**src/rtl/mem_arbiter.sv**
```systemverilog
// Shares one off-chip memory port between I-cache refills and D-cache refill/write-back.
// D-first arbitration with a bounded D streak; one registered transaction outstanding at a time.
module mem_arbiter #(
   parameter int unsigned ADDR_W   = 28,
   parameter int unsigned LINE_W   = 128,
   parameter int unsigned D_STREAK = 4
) (
   input  logic              clk,
   input  logic              rst_n,
   input  logic              i_req,
   input  logic [ADDR_W-1:0] i_addr,
   output logic [LINE_W-1:0] i_rdata,
   output logic              i_ready,
   input  logic              d_read,
   input  logic              d_write,
   input  logic [ADDR_W-1:0] d_addr,
   input  logic [LINE_W-1:0] d_wdata,
   output logic [LINE_W-1:0] d_rdata,
   output logic              d_ready,
   output logic              mem_read,
   output logic              mem_write,
   output logic [ADDR_W-1:0] mem_addr,
   output logic [LINE_W-1:0] mem_wdata,
   input  logic [LINE_W-1:0] mem_rdata,
   input  logic              mem_ready,
   output logic              mem_busy
);

   localparam int unsigned STREAK_W = $clog2(D_STREAK + 1);
   localparam logic [STREAK_W-1:0] STREAK_MAX = STREAK_W'(D_STREAK);

   typedef enum logic [1:0] {IDLE, SERVE_I, SERVE_D, RESP} state_t;

   state_t              state;
   state_t              state_nxt;
   logic [STREAK_W-1:0] streak;
   logic                d_any_c;
   logic                grant_i_c;
   logic                grant_d_c;
   logic                done_i_c;
   logic                done_d_c;

   // State register
   always_ff @(posedge clk) begin
      if (!rst_n) begin
         state <= IDLE;
      end else begin
         state <= state_nxt;
      end
   end

   // Arbitration and completion decode; RESP never arbitrates so requesters can drop
   always_comb begin
      state_nxt = state;
      grant_i_c = 1'b0;
      grant_d_c = 1'b0;
      done_i_c  = 1'b0;
      done_d_c  = 1'b0;
      d_any_c   = d_read | d_write;
      case (state)
         IDLE: begin
            if (i_req && (!d_any_c || (streak == STREAK_MAX))) begin
               grant_i_c = 1'b1;
               state_nxt = SERVE_I;
            end else if (d_any_c) begin
               grant_d_c = 1'b1;
               state_nxt = SERVE_D;
            end
         end
         SERVE_I: begin
            if (mem_ready) begin
               done_i_c  = 1'b1;
               state_nxt = RESP;
            end
         end
         SERVE_D: begin
            if (mem_ready) begin
               done_d_c  = 1'b1;
               state_nxt = RESP;
            end
         end
         RESP:    state_nxt = IDLE;
         default: state_nxt = IDLE;
      endcase
   end

   // Command latch, response capture and streak tracking
   always_ff @(posedge clk) begin
      if (!rst_n) begin
         streak    <= '0;
         mem_read  <= 1'b0;
         mem_write <= 1'b0;
         mem_addr  <= '0;
         mem_wdata <= '0;
         mem_busy  <= 1'b0;
         i_rdata   <= '0;
         d_rdata   <= '0;
         i_ready   <= 1'b0;
         d_ready   <= 1'b0;
      end else begin
         mem_busy <= (state_nxt != IDLE);
         i_ready  <= done_i_c;
         d_ready  <= done_d_c;
         if (grant_i_c) begin
            mem_addr  <= i_addr;
            mem_read  <= 1'b1;
            mem_write <= 1'b0;
            streak    <= '0;
         end
         if (grant_d_c) begin
            // a simultaneous read+write from D is treated as a write
            mem_addr  <= d_addr;
            mem_wdata <= d_wdata;
            mem_read  <= ~d_write;
            mem_write <= d_write;
            streak    <= i_req ? (streak + STREAK_W'(1)) : '0;
         end
         if (done_i_c || done_d_c) begin
            mem_read  <= 1'b0;
            mem_write <= 1'b0;
         end
         if (done_i_c) begin
            i_rdata <= mem_rdata;
         end
         if (done_d_c) begin
            d_rdata <= mem_rdata;
         end
      end
   end

endmodule
```
**config.mk**
```make
export PLATFORM = sky130hd
export DESIGN_NAME = mem_arbiter
export DESIGN_NICKNAME = d
export VERILOG_FILES = /design/src/rtl/mem_arbiter.sv
export SDC_FILE = /design/constraint.sdc
export NUM_CORES = 1
export LEC_CHECK = 0
export ABC_CLOCK_PERIOD_IN_PS = 1810
export BUFFER_PORTS_ARGS = -buffer_cell sky130_fd_sc_hd__buf_2
export CAP_MARGIN = 20
export CORE_AREA = 2 2 284 286
export DETAILED_ROUTE_END_ITERATION = 6
export DIE_AREA = 0 0 286 288
export GPL_ROUTABILITY_DRIVEN = 0
export GPL_TIMING_DRIVEN = 0
export PLACE_DENSITY_LB_ADDON = 0.08
export SLEW_MARGIN = 20
export SYNTH_ARGS = -nofsm -noshare
export SYNTH_HDL_FRONTEND = slang
export SYNTH_SLANG_ARGS = --single-unit
```
**constraint.sdc**
```tcl
create_clock -name clk -period 1.81 [get_ports clk]
set_input_delay 0.2715 -clock clk [delete_from_list [all_inputs] [get_ports clk]]
set_output_delay 0.2715 -clock clk [all_outputs]
set_load 0.05 [all_outputs]
```
==> run metrics <==
Period minus WS final=~1.7 ns; Area contributors post-synth=dfxtp_1 57%, nand2_1 14%, a21boi_0 8.2%; most frequent cells after synthesis=575 x nand2_1, 422 x dfxtp_1, 164 x a21boi_0, 128 x a22o_1, 95 x a21boi_1; final WL=around 74 mm; chip width=~290 µm; Fmax=roughly 570 MHz; Mean Syn Cell Area=9.27 µm²; pin count of the biggest net entering global routing=14; Hold Slack=approximately 0.064 ns; Clock transition at path regs=around 0.06 ns; top-count cell post-synth=nand2_1; Yosys warning count=0; CP Capture Type=flop; worst-margin pin slew=a little over 0.8 ns; Cells after Synth=1,611; final net count=just over 3,000; Final period util=96.6%; Crit-path slowest cell=dfxtp_1; I/O Buffers=between 700 and 800; Post-synth ARST share=0%; H-tree depth=2; prevailing post-synth register cell=dfxtp_1; drt via density=slightly above 4; crit-path cells=inv_1 > ha_2 > nand3_4 > and3_4 > buf_12 > buf_12 > buf_8 > nand2_1 > a21boi_1; Max Cap Viol=0; max-slew violations=0; sequential share of the synthesized area=56.5%; CTS tree=yes; # rows=between 100 and 150; Power Density=approximately 1100 nW/µm²; HPWL after DPL=56.4 mm; vias in the first global route=between 15,000 and 20,000; Worst Path Class, Setup=flop to flop; Synth area leader=dfxtp_1; Overflow after GRT=0; library cells used by synthesis=32; DR pass1 iterations=5; most frequent CP cell=buf_12; Fin. Hold Viols=0; layout cells sized above 1=33.7%; initial antenna violation count=6; residual DRC count=0; first-pass GRT wire length=106 mm; initial drt markers=around 580; worst hold path type=input pin to flop; Layout area overhead=68.6%; peak supply drop=a little under 0.0007 V; relative slew slack=about 45%; Worst Path Max Fanout=10; I/O pin cnt=about 740; final non-filler cell total=3,815; Setup crit start kind=flop; core area=roughly 80,000 µm²; clock buffer depth=3; post-synth top area share=a little under three fifths; total track usage=between 10% and 20%; worst-skew pair later-pin latency=slightly below 0.6 ns; leakage power=~12 nW; Syn Std Cell Area=14,900 µm²; Critical Path AT=between 2 and 2.5 ns; clk sink count=422; Vert. Die Dim=~290 µm; RSZ-0062 raised after global routing=yes; Post-Syn Nets=1,935; Initial Utilization=between 10% and 20%; TritonCTS Buffers=54; post-synthesis register bit count=between 400 and 500; outcome=complete, no violations; routed length per instance=between 15 and 20 µm; Final setup viols=0; CP max stage delay=approximately 0.32 ns; Vias=15,760; Detail Route Antenna Nets=0; EDFF count, synth=0; die area=between 80,000 and 90,000 µm²; DP Cell Count=between 3,000 and 4,000; Worst EP required=approximately 2.3 ns; clk_skew=0.0100 ns; Root Driver=clkbuf_16
==> sequential cells by signal, indices dropped and copies added (netlist names) <==
| signal | flops |
|---|---|
| mem_read | 1 |
| mem_wdata | 128 |
| i_ready | 1 |
| d_rdata | 128 |
| state | 2 |
| d_ready | 1 |
| mem_busy | 1 |
| i_rdata | 128 |
| streak | 3 |
| mem_write | 1 |
| mem_addr | 28 |
==> worst paths after layout <==
kind                        from              to  slack, ns  cells after the start
setup reg to reg       streak[0]   mem_wdata[58]       0.06                      9
setup / recovery       streak[0]   mem_wdata[58]       0.06                      9
hold / removal             i_req       streak[0]       0.06                      3
hold reg to reg   mem_wdata[123]  mem_wdata[123]       0.45                      2
==> cell type report <==
type	instances	area, µm²
fillers	8681	54400
flip-flops and latches	422	8450
repair buffers	1049	6860
multi-input cells	1054	5860
clock buffers	75	1510
well taps	1060	1330
plain buffers	131	1020
clock inverters	16	140
inverters	4	15.0
diodes	4	10.0
==> power breakdown <==
group	internal (W)	switching (W)
logic	0.00215	0.00473
clock network	0.00605	0.00425
registers	0.00998	0.000349
==> through the flow <==
stage                     area, µm²  setup TNS, ns  util (%)  total power, W  setup slack (ns)
after floorplan               14900              0         -          0.0145             0.264
after global placement        19900        -258.58      25.0          0.0166             -1.26
after detailed placement      19900        -165.22      25.0          0.0166            -0.833
after CTS                     24900       -0.00835      31.3          0.0278          -0.00617
after global routing          25200         -0.716      31.6          0.0288           -0.0473
final                         25200              0      31.6          0.0275            0.0616
==> metal layers <==
layer | up-vias | part of all wire, % | GRT usage, %
met1 | 7470 | 42 | 20.2
met2 | 519 | 48 | 29.5
met4 | 2 | 3.0 | 5.34
met5 | - | 0.018 | 0
li1 | 7659 | - | -
met3 | 110 | 7.1 | 4.89
==> cells by family (layout without fill, tap and decap cells) <==
| group | after synthesis | count (layout) | synth area share (%) |
|---|---|---|---|
| compound gates | 453 | 453 | 23.1 |
| fa+ha+maj | 6 | 6 | 0.502 |
| buf+inv | 135 | 1275 | 4.65 |
| flops | 422 | 422 | 56.5 |
| other cells | 0 | 4 | 0 |
| simple gates | 595 | 595 | 15.2 |
==> what timing repair did <==
action,CTS,global route
pin swaps,0,2
gates cloned,1,1
endpoints found under the setup margin,392,383
endpoints found under the hold margin,414,0
hold buffers,313,0
buffers inserted,0,1
resized for setup,74,122
==> critical path: cells and delay by family, from the launching register on <==
family,cells,cell delay [ns]
buf+inv,4,0.52
flops,1,0.32
compound gates,1,0.08
simple gates,3,0.46
fa+ha+maj,1,0.24
==> layout by cell type (no fill, tap or decap), drive strengths merged, types with 3 or more instances in the layout <==
cell / synthesis / routed
dlygate4sd3: 0 / 313
a31oi: 28 / 28
nand2: 575 / 575
diode: 0 / 4
clkbuf: 59 / 138
dfxtp: 422 / 422
inv: 4 / 5
buf: 72 / 804
a21boi: 259 / 259
and3: 3 / 3
clkinv: 0 / 12
a22o: 128 / 128
nand3: 3 / 3
nor2: 6 / 6
ha: 6 / 6
o21ai: 29 / 29
Power figures use the tool's default switching activity.
